<file path="src/rtl/timer_pkg.sv">
// Shared types and default sizes for the interval timer.
package timer_pkg;

  typedef enum logic [1:0] {
    IDLE   = 2'd0,
    RUN    = 2'd1,
    PAUSED = 2'd2
  } timer_state_t;

  localparam int unsigned DEFAULT_WIDTH      = 32;
  localparam int unsigned DEFAULT_PRESCALE_W = 20;

endpackage

</file>
<file path="src/rtl/tick_prescaler.sv">
// Clock divider: counts enabled clocks and strobes once every (prescale + 1) of them.
module tick_prescaler
  import timer_pkg::*;
#(
  parameter int unsigned PRESCALE_W = DEFAULT_PRESCALE_W
) (
  input  logic                  i_clk,
  input  logic                  i_reset,
  input  logic                  i_clr,
  input  logic                  i_en,
  input  logic [PRESCALE_W-1:0] i_prescale,
  output logic                  o_tick,
  output logic                  o_wrap
);

  localparam logic [PRESCALE_W-1:0] PreOne = {{(PRESCALE_W-1){1'b0}}, 1'b1};

  logic [PRESCALE_W-1:0] r_pre;
  logic                  r_tick;
  logic                  w_wrap;

  // clr wins over counting so a restart or stop never lets a strobe through.
  assign w_wrap = i_en & ~i_clr & (r_pre == i_prescale);
  assign o_wrap = w_wrap;
  assign o_tick = r_tick;

  // Divider count and registered tick strobe.
  always_ff @(posedge i_clk or posedge i_reset) begin
    if (i_reset) begin
      r_pre  <= '0;
      r_tick <= 1'b0;
    end else begin
      r_tick <= w_wrap;
      if (i_clr) begin
        r_pre <= '0;
      end else if (i_en) begin
        r_pre <= w_wrap ? '0 : r_pre + PreOne;
      end
    end
  end

endmodule

</file>
<file path="src/rtl/interval_timer_ctrl.sv">
// Programmable interval timer: start/stop/pause FSM, captured configuration,
// tick counter with terminal-count compare, one-shot or auto-reload expiry.
module interval_timer_ctrl
  import timer_pkg::*;
#(
  parameter int unsigned WIDTH      = DEFAULT_WIDTH,
  parameter int unsigned PRESCALE_W = DEFAULT_PRESCALE_W
) (
  input  logic                  i_clk,
  input  logic                  i_reset,
  input  logic                  i_start,
  input  logic                  i_stop,
  input  logic                  i_pause,
  input  logic                  i_periodic,
  input  logic [PRESCALE_W-1:0] i_prescale,
  input  logic [WIDTH-1:0]      i_period,
  output logic                  o_busy,
  output logic                  o_tick,
  output logic                  o_expire,
  output logic [WIDTH-1:0]      o_val
);

  localparam logic [WIDTH-1:0] ValOne = {{(WIDTH-1){1'b0}}, 1'b1};

  timer_state_t r_state, w_state_next;

  logic [PRESCALE_W-1:0] r_prescale_s;
  logic [WIDTH-1:0]      r_period_s;
  logic                  r_periodic_s;
  logic [WIDTH-1:0]      r_val;
  logic                  r_expire;
  logic                  r_busy;

  logic w_accept_start;
  logic w_clr;
  logic w_en;
  logic w_wrap;
  logic w_tick;
  logic w_expire_due;

  assign w_accept_start = i_start & ~i_stop;
  assign w_clr          = i_stop | w_accept_start;
  // A PAUSED edge with pause released counts, so pause costs exactly its high cycles.
  assign w_en           = (r_state != IDLE) & ~i_pause;
  assign w_expire_due   = w_wrap & (r_val == r_period_s);

  tick_prescaler #(
    .PRESCALE_W (PRESCALE_W)
  ) u_tick_prescaler (
    .i_clk      (i_clk),
    .i_reset    (i_reset),
    .i_clr      (w_clr),
    .i_en       (w_en),
    .i_prescale (r_prescale_s),
    .o_tick     (w_tick),
    .o_wrap     (w_wrap)
  );

  // Next-state decode: stop beats start, start beats pause/expiry.
  always_comb begin
    w_state_next = r_state;
    if (i_stop) begin
      w_state_next = IDLE;
    end else if (i_start) begin
      if (r_state == IDLE) begin
        w_state_next = RUN;
      end else begin
        w_state_next = i_pause ? PAUSED : RUN;
      end
    end else begin
      unique case (r_state)
        IDLE: w_state_next = IDLE;
        RUN, PAUSED: begin
          if (i_pause) begin
            w_state_next = PAUSED;
          end else if (w_expire_due && !r_periodic_s) begin
            w_state_next = IDLE;
          end else begin
            w_state_next = RUN;
          end
        end
        default: w_state_next = IDLE;
      endcase
    end
  end

  // State register plus registered busy.
  always_ff @(posedge i_clk or posedge i_reset) begin
    if (i_reset) begin
      r_state <= IDLE;
      r_busy  <= 1'b0;
    end else begin
      r_state <= w_state_next;
      r_busy  <= (w_state_next != IDLE);
    end
  end

  // Shadow configuration, loaded only when a start is accepted.
  always_ff @(posedge i_clk or posedge i_reset) begin
    if (i_reset) begin
      r_prescale_s <= '0;
      r_period_s   <= '0;
      r_periodic_s <= 1'b0;
    end else if (w_accept_start) begin
      r_prescale_s <= i_prescale;
      r_period_s   <= i_period;
      r_periodic_s <= i_periodic;
    end
  end

  // Tick counter and expiry strobe; val holds across stop.
  always_ff @(posedge i_clk or posedge i_reset) begin
    if (i_reset) begin
      r_val    <= '0;
      r_expire <= 1'b0;
    end else begin
      r_expire <= w_expire_due;
      if (w_accept_start) begin
        r_val <= '0;
      end else if (w_wrap) begin
        r_val <= w_expire_due ? '0 : r_val + ValOne;
      end
    end
  end

  assign o_busy   = r_busy;
  assign o_tick   = w_tick;
  assign o_expire = r_expire;
  assign o_val    = r_val;

endmodule

</file>
<file path="config.mk">
export PLATFORM = sky130hd
export DESIGN_NAME = interval_timer_ctrl
export DESIGN_NICKNAME = d
export VERILOG_FILES = /design/src/rtl/timer_pkg.sv /design/src/rtl/tick_prescaler.sv /design/src/rtl/interval_timer_ctrl.sv
export SDC_FILE = /design/constraint.sdc
export NUM_CORES = 1
export LEC_CHECK = 0
export CAP_MARGIN = 5
export CORE_MARGIN = 5
export CORE_UTILIZATION = 54
export CTS_BUF_LIST = sky130_fd_sc_hd__clkbuf_16
export CTS_CLUSTER_SIZE = 40
export DETAILED_ROUTE_END_ITERATION = 8
export PLACE_DENSITY = 0.8
export SYNTH_ARGS = -nofsm -noshare
export SYNTH_HDL_FRONTEND = slang
export SYNTH_SLANG_ARGS = --single-unit
</file>
<file path="constraint.sdc">
create_clock -name i_clk -period 4.6 [get_ports i_clk]
set_clock_uncertainty 0.05 [all_clocks]
set_input_delay 0.69 -clock i_clk [delete_from_list [all_inputs] [get_ports i_clk]]
set_output_delay 0.69 -clock i_clk [all_outputs]
set_load 0.005 [all_outputs]
</file>
==> results.txt, run 1 <==
----------------------------------------------------
[Outcome]
  Outcome ... completed

[Die]
  I/O pins ... 93
  Die height ... 114 um
  Core region area ... 0.0104 mm^2
  Die X ... 114 um
  Total die area ... 0.0129 mm^2
  Initial core utilization ... 0.557
  Site Rows ... 37

[Yosys]
  Most used flip-flop cell after synthesis ... sky130_fd_sc_hd__dfrtp_1
  Post-synth net total ... 727
  Sequential area share after synthesis ... 0.475
  Syn_area_per_cell ... 8.71 um^2
  Register bit count reported by yosys ... 110
  Async set-reset flop share out of synthesis ... 1.00
  Synthesized instance count ... 666
  Synth cell types ... 54
  Number of enable flip-flop cells after synthesis ... 0
  Synthesized area ... 0.00580 mm^2
  Synthesis warning total ... 0

[Layout]
  Post-layout instance count excluding filler cells ... 877
  Area growth, synth to finish ... 22.2%
  Final-stage net count ... 797
  Post-route cell area ... 0.00709 mm^2
  Total of fill cells in the finished design ... 824
  Fraction of final layout cells with drive strength greater than 1 ... 0.0540
  Count of antenna diodes in the layout ... 0

[Worst setup path]
  CP endpoint kind ... flip-flop
  Slowest library cell on the worst path ... sky130_fd_sc_hd__clkdlybuf4s50_1
  CP max stage delay ... 0.52 ns
  Crit path launch type ... input port
  Crit path arrival time ... 3.23 ns
  CP Max Fanout ... 40
  Cell Chain, Critical Path ... clkdlybuf4s50_1 -> nor4_1 -> nand3_1 -> buf_4 -> inv_1 -> nand2_1 -> o32ai_1
  Worst Setup Path Type ... in2reg
  Required time of the critical path ... 4.80 ns

[Placed design]
  Port bufs ... 92
  Post-placement cell count ... 861
  HPWL after detailed placement ... 10.8 mm
  Post-detailed-placement cell area ... 0.00678 mm^2
  Global placer's final weighted congestion ... 0.851

[STA]
  Setup repair after global routing missed its margin ... false
  Peak Freq ... 330 MHz
  Hold Violations, Final ... 0
  Transition time at the pin with the least slew margin ... 1.18 ns
  Final Critical Period ... 3.03 ns
  Final-report setup violation count ... 0
  Final clock period utilization by the worst path ... 0.658
  Final number of max-transition violations ... 0
  Post-Route Setup TNS ... 0 ns
  Worst hold slack after final layout ... 0.451 ns
  Slew headroom ... 0.206

[GRT]
  Number of global-route vias before repair ... 5001
  First-pass GRT wire length ... 25.1 mm
  Global route total overflow ... 0
  Pin count of the biggest net entering global routing ... 48
  All-layer global routing usage ... 0.240
  Number of antenna violations at the first check in global routing ... 0

[Clocking]
  Post-CTS Hold Buffers ... 0
  Cell at the root of the clock tree ... sky130_fd_sc_hd__clkbuf_16
  Worst-path clk slew ... 0.08 ns
  Clock tree from TritonCTS ... yes
  Worst-skew pair later-pin latency ... 0.35 ns
  Sinks on Clock Net ... 110
  TritonCTS Buffers ... 9
  Number of buffers inserted by post-CTS setup repair ... 0
  H-tree Lvls ... 3
  Number of instances resized during post-cts repair ... 0
  Number of buffers on the longest clock path ... 2

[Power]
  Clock network fraction of design power ... 0.374
  Post-layout power ... 2.16 mW
  Worst IR drop on VDD ... 0.283 mV
  Cell internal power dissipation ... 1.60 mW
  Sequential share of power ... 0.504
  Net switching fraction of the power ... 0.260
  Static Leak ... 3.04 nW
  Net switching power figure ... 563 uW
  Cell area power density ... 305 mW/mm^2
  Power share of the combinational group ... 0.122

[Route]
  DRC marker count from the first detailed-route iteration ... 586
  Routed wirelength normalized by instance count ... 17.4 um
  Overall via count from detail_route ... 5193
  Total iterations of the first detailed-routing run ... 5
  # DRC ... 0
  Overall routed net length ... 15.2 mm
  Vias per std cell ... 5.92
  Number of nets with antenna violations after detailed routing ... 0

[Hold path]
  Classification of the worst-slack hold path ... reg2reg

[Run]
  Number of max-cap violations ... 0

----------------------------------------------------
area by class of cell:
class,count,area (um^2),area share
clock buffers,9,225,0.0318
clock inverters,7,82.6,0.0117
inverters,12,47.5,0.00671
multi-input cells,501,2810,0.397
flip-flops and latches,110,2750,0.388
well taps,136,170,0.0240
repair buffers,102,996,0.141
kinds of logic (layout without fill, tap and decap cells):
group	count (synthesis)	in the layout	synth area share
AOI/OAI and AO/OA	103	103	0.112
xor gates and xnor gates	53	53	0.0800
adders and majority gates	3	3	0.00647
buffers and inverters	55	130	0.0429
DFF	110	110	0.475
muxes	1	1	0.00194
and+or+nand+nor	341	341	0.282
worst paths after layout:
| path | from | endpoint | slack [ns] | cells after the start |
|---|---|---|---|---|
| max | i_start | o_val[11]$_DFFE_PP0P_ | 1.57 | 7 |
| max in group asynchronous | i_reset | r_prescale_s[7]$_DFFE_PP0P_ | 2.93 | 3 |
| min in group asynchronous | i_reset | o_expire$_DFF_PP0_ | 0.71 | 2 |
| min reg2reg | r_period_s[13]$_DFFE_PP0P_ | r_period_s[13]$_DFFE_PP0P_ | 0.45 | 2 |
| min | r_period_s[13]$_DFFE_PP0P_ | r_period_s[13]$_DFFE_PP0P_ | 0.45 | 2 |
| max reg2reg | o_val[7]$_DFFE_PP0P_ | o_val[11]$_DFFE_PP0P_ | 1.60 | 6 |
cells in the mapped netlist, types with 2 or more instances:
cell | number | share of area
sky130_fd_sc_hd__nand3b_1 | 2 | 0.0026
sky130_fd_sc_hd__nand4_1 | 22 | 0.024
sky130_fd_sc_hd__a21oi_1 | 35 | 0.030
sky130_fd_sc_hd__ha_1 | 3 | 0.0065
sky130_fd_sc_hd__a41oi_1 | 3 | 0.0045
sky130_fd_sc_hd__and4_1 | 12 | 0.018
sky130_fd_sc_hd__nor4_1 | 3 | 0.0032
sky130_fd_sc_hd__and2_1 | 4 | 0.0043
sky130_fd_sc_hd__or2_2 | 2 | 0.0022
sky130_fd_sc_hd__nand2_1 | 215 | 0.14
sky130_fd_sc_hd__nand3_1 | 29 | 0.025
sky130_fd_sc_hd__clkbuf_1 | 22 | 0.014
sky130_fd_sc_hd__or4b_1 | 7 | 0.012
sky130_fd_sc_hd__a22oi_1 | 2 | 0.0026
sky130_fd_sc_hd__inv_1 | 12 | 0.0078
sky130_fd_sc_hd__buf_2 | 12 | 0.010
sky130_fd_sc_hd__o32ai_1 | 10 | 0.015
sky130_fd_sc_hd__nor3_1 | 4 | 0.0035
sky130_fd_sc_hd__buf_4 | 4 | 0.0052
sky130_fd_sc_hd__nand2b_1 | 5 | 0.0054
sky130_fd_sc_hd__o21a_1 | 2 | 0.0026
sky130_fd_sc_hd__nor2_1 | 9 | 0.0058
sky130_fd_sc_hd__or3_1 | 5 | 0.0054
sky130_fd_sc_hd__dfrtp_1 | 110 | 0.47
sky130_fd_sc_hd__o22ai_1 | 6 | 0.0065
sky130_fd_sc_hd__and3_1 | 10 | 0.011
sky130_fd_sc_hd__a31oi_1 | 22 | 0.024
sky130_fd_sc_hd__a22o_1 | 3 | 0.0045
sky130_fd_sc_hd__o21ai_0 | 12 | 0.010
sky130_fd_sc_hd__a311oi_1 | 2 | 0.0030
sky130_fd_sc_hd__buf_1 | 3 | 0.0019
sky130_fd_sc_hd__xnor2_1 | 52 | 0.079
critical path, delay by kind of cell:
family | cells | cell delay [ns]
simple gates | 3 | 0.95
buf+inv | 3 | 1.14
compound gates | 1 | 0.45
state kept, by name, summed over array words and instances, names as in the netlist:
name	cells
u_tick_prescaler.r_pre	20
o_expire	1
r_period_s	32
r_periodic_s	1
o_val	32
o_busy	1
r_state	2
r_prescale_s	20
u_tick_prescaler.o_tick	1
power groups by stage:
| stage | Sequential, mW | Combinational, mW | Clock (mW) |
|---|---|---|---|
| 2_1_floorplan | 1.09 | 0.159 | 0 |
| 3_3_place_gp | 1.11 | 0.258 | 0 |
| 3_5_place_dp | 1.11 | 0.265 | 0 |
| 4_1_cts | 1.09 | 0.267 | 0.819 |
| 5_1_grt | 1.10 | 0.297 | 0.857 |
| 6_report | 1.09 | 0.265 | 0.808 |
cell usage in the layout, fill, tap and decap left out, types with 12 or more instances in the layout:
| master | n |
|---|---|
| sky130_fd_sc_hd__and4_1 | 12 |
| sky130_fd_sc_hd__nand3_1 | 29 |
| sky130_fd_sc_hd__a21oi_1 | 35 |
| sky130_fd_sc_hd__xnor2_1 | 52 |
| sky130_fd_sc_hd__nand2_1 | 214 |
| sky130_fd_sc_hd__o21ai_0 | 12 |
| sky130_fd_sc_hd__inv_1 | 12 |
| sky130_fd_sc_hd__a31oi_1 | 22 |
| sky130_fd_sc_hd__dfrtp_1 | 110 |
| sky130_fd_sc_hd__clkdlybuf4s50_1 | 92 |
| sky130_fd_sc_hd__nand4_1 | 22 |
metal layers:
metal	vias to the layer above	part of all wire	wire length (um)	track usage
met5	-	0	0	0
met4	0	0.011	175	0.0561
met3	15	0.074	1130	0.0599
met2	216	0.48	7360	0.380
met1	2522	0.43	6590	0.334
li1	2440	-	-	-
stage by stage:
stage / utilization / setup WS [ns]
finish: 0.680 / 1.57
floorplan: - / 0.958
global placement: 0.651 / 1.40
CTS: 0.680 / 1.63
global route: 0.680 / 1.34
detailed placement: 0.651 / 1.26
Note: power is estimated with default switching activity, not from simulation.
==> run 2: changes to the inputs <==
==> constraint.sdc (replaced) <==
create_clock -name i_clk -period 2.8 [get_ports i_clk]
set_clock_uncertainty 0.05 [all_clocks]
set_input_delay 0.42 -clock i_clk [delete_from_list [all_inputs] [get_ports i_clk]]
set_output_delay 0.42 -clock i_clk [all_outputs]
set_load 0.005 [all_outputs]
==> run 2 against run 1 <==
Final cell count up 2.5%. First-iteration DRC count rose by 17%. Combinational power rose by 74%. Core utilization rose by 2.0 points. Die area stayed put. Design area is 2.9% higher. Routed wire length is 5.5% higher. Flip-flop and latch count stayed put. Via count increased by 2.8%.
==> results.txt, run 2 (same netlist as run 1, synthesis figures left out) <==
----------------------------------------------------
[Placed design]
  Post-placement cell count ... 883
  HPWL after detailed placement ... 11.5 mm
  Pre-CTS setup slack ... 0.270 ns
  Global placer's final weighted congestion ... 0.921
  Port bufs ... 92
  Post-detailed-placement cell area ... 0.00697 mm^2

[STA]
  Peak Freq ... 394 MHz
  Transition time at the pin with the least slew margin ... 0.734 ns
  Setup repair after global routing missed its margin ... false
  Final number of max-transition violations ... 0
  Slew headroom ... 0.511
  Final Critical Period ... 2.54 ns
  Hold Violations, Final ... 0
  Post-Route Setup TNS ... 0 ns
  Setup slack of the critical path after layout ... 0.261 ns
  Worst hold slack after final layout ... 0.449 ns
  Final clock period utilization by the worst path ... 0.907
  Final-report setup violation count ... 0

[Worst setup path]
  Number of cell instances on the worst register-to-register path ... 6
  Worst Setup Path Type ... reg2reg
  CP Max Fanout ... 17
  Cell type group with the largest total delay on the critical path ... simple AND/OR/NAND/NOR gates
  Slowest library cell on the worst path ... sky130_fd_sc_hd__o311ai_1
  Buffer and inverter count on the worst path ... 0
  Crit path launch type ... flip-flop
  Number of cells on the critical path ... 6
  CP endpoint kind ... flip-flop
  CP max stage delay ... 0.47 ns
  Required time of the critical path ... 2.96 ns
  Cell Chain, Critical Path ... xnor2_1 -> nand4_1 -> nor4_1 -> nand2_2 -> o311ai_1 -> o21ai_0
  Crit path arrival time ... 2.70 ns

[Layout]
  Final-stage net count ... 819
  Count of antenna diodes in the layout ... 0
  Most frequent standard cell in the layout excluding fill and tap cells ... sky130_fd_sc_hd__nand2_1
  Top library cells by usage in the layout, fill and taps aside ... 213 x sky130_fd_sc_hd__nand2_1, 110 x sky130_fd_sc_hd__dfrtp_1, 92 x sky130_fd_sc_hd__clkdlybuf4s50_1
  Post-route cell area ... 0.00729 mm^2
  Area growth, synth to finish ... 25.8%
  Core Util, Final ... 0.700
  Fraction of final layout cells with drive strength greater than 1 ... 0.0826
  Post-layout instance count excluding filler cells ... 899
  Total of fill cells in the finished design ... 790

[Die]
  Total die area ... 0.0129 mm^2
  Site Rows ... 37
  I/O pins ... 93
  Initial core utilization ... 0.557
  Core region area ... 0.0104 mm^2
  Die height ... 114 um
  Die X ... 114 um

[Clocking]
  Number of buffers inserted by post-CTS setup repair ... 0
  TritonCTS Buffers ... 9
  Worst-skew pair later-pin latency ... 0.35 ns
  H-tree Lvls ... 3
  Worst-path clk slew ... 0.07 ns
  Sinks on Clock Net ... 110
  Number of buffers on the longest clock path ... 2
  Cell at the root of the clock tree ... sky130_fd_sc_hd__clkbuf_16
  Clock tree from TritonCTS ... yes

[Power]
  Post-layout power ... 3.64 mW
  Cell area power density ... 499 mW/mm^2
  Static Leak ... 3.15 nW
  Worst IR drop on VDD ... 0.394 mV

[Route]
  Vias per std cell ... 5.94
  # DRC ... 0
  Overall routed net length ... 16.1 mm
  Routed wirelength normalized by instance count ... 17.9 um
  Overall via count from detail_route ... 5339
  DRC marker count from the first detailed-route iteration ... 686
  Total iterations of the first detailed-routing run ... 5
  Number of nets with antenna violations after detailed routing ... 0

[GRT]
  First-pass GRT wire length ... 26.3 mm
  Global route total overflow ... 0
  Number of global-route vias before repair ... 5197
  All-layer global routing usage ... 0.254
  Number of antenna violations at the first check in global routing ... 0
  Pin count of the biggest net entering global routing ... 74

[Hold path]
  Cells on Worst Hold Path ... 2
  Classification of the worst-slack hold path ... reg2reg

[Run]
  Number of max-cap violations ... 0

[Outcome]
  Outcome ... completed

----------------------------------------------------
==> run 2: layout make-up <==
cell class                 instances  area, um^2  area share
multi-input combinational        501        2810       0.386
tap                              136         170      0.0233
timing repair buffer             124        1190       0.163
clock inverter                     7        97.6      0.0134
inverter                          12        48.8     0.00669
sequential                       110        2750       0.377
clock buffer                       9         225      0.0309
==> run 2: what timing repair did <==
item	CTS	global route
resized for setup	0	1
endpoints found under the setup margin	0	1
hold buffers	0	0
==> run 2: final timing paths <==
check	startpoint	end	slack, ns
worst max-delay path	o_val[30]$_DFFE_PP0P_	r_state[0]$_DFF_PP0_	0.26
worst max register to register	o_val[30]$_DFFE_PP0P_	r_state[0]$_DFF_PP0_	0.26
worst min-delay path	r_period_s[2]$_DFFE_PP0P_	r_period_s[2]$_DFFE_PP0P_	0.45
worst min register to register	r_period_s[2]$_DFFE_PP0P_	r_period_s[2]$_DFFE_PP0P_	0.45
min in group asynchronous	i_reset	o_val[9]$_DFFE_PP0P_	0.60
max in group asynchronous	i_reset	u_tick_prescaler.r_pre[3]$_DFFE_PP0P_	1.59
==> run 2: tightest hold or removal path, stage by stage (launching register included) <==
cell and delay (ns):
sky130_fd_sc_hd__dfrtp_1 0.36, sky130_fd_sc_hd__nand2_1 0.05, sky130_fd_sc_hd__nand2_1 0.05
==> run 2: report_power, final <==
group | switching [mW] | total, mW | internal (mW)
combinational | 0.231 | 0.462 | 0.232
clock | 0.602 | 1.39 | 0.788
sequential | 0.0892 | 1.79 | 1.70
==> run 2: per-layer routing <==
metal  up-vias  global-route usage  share of wire
li1       2489                   -              -
met2       246               0.407           0.48
met5         -                   0              0
met1      2578               0.348           0.42
met4         0              0.0617          0.020
met3        26              0.0642          0.083
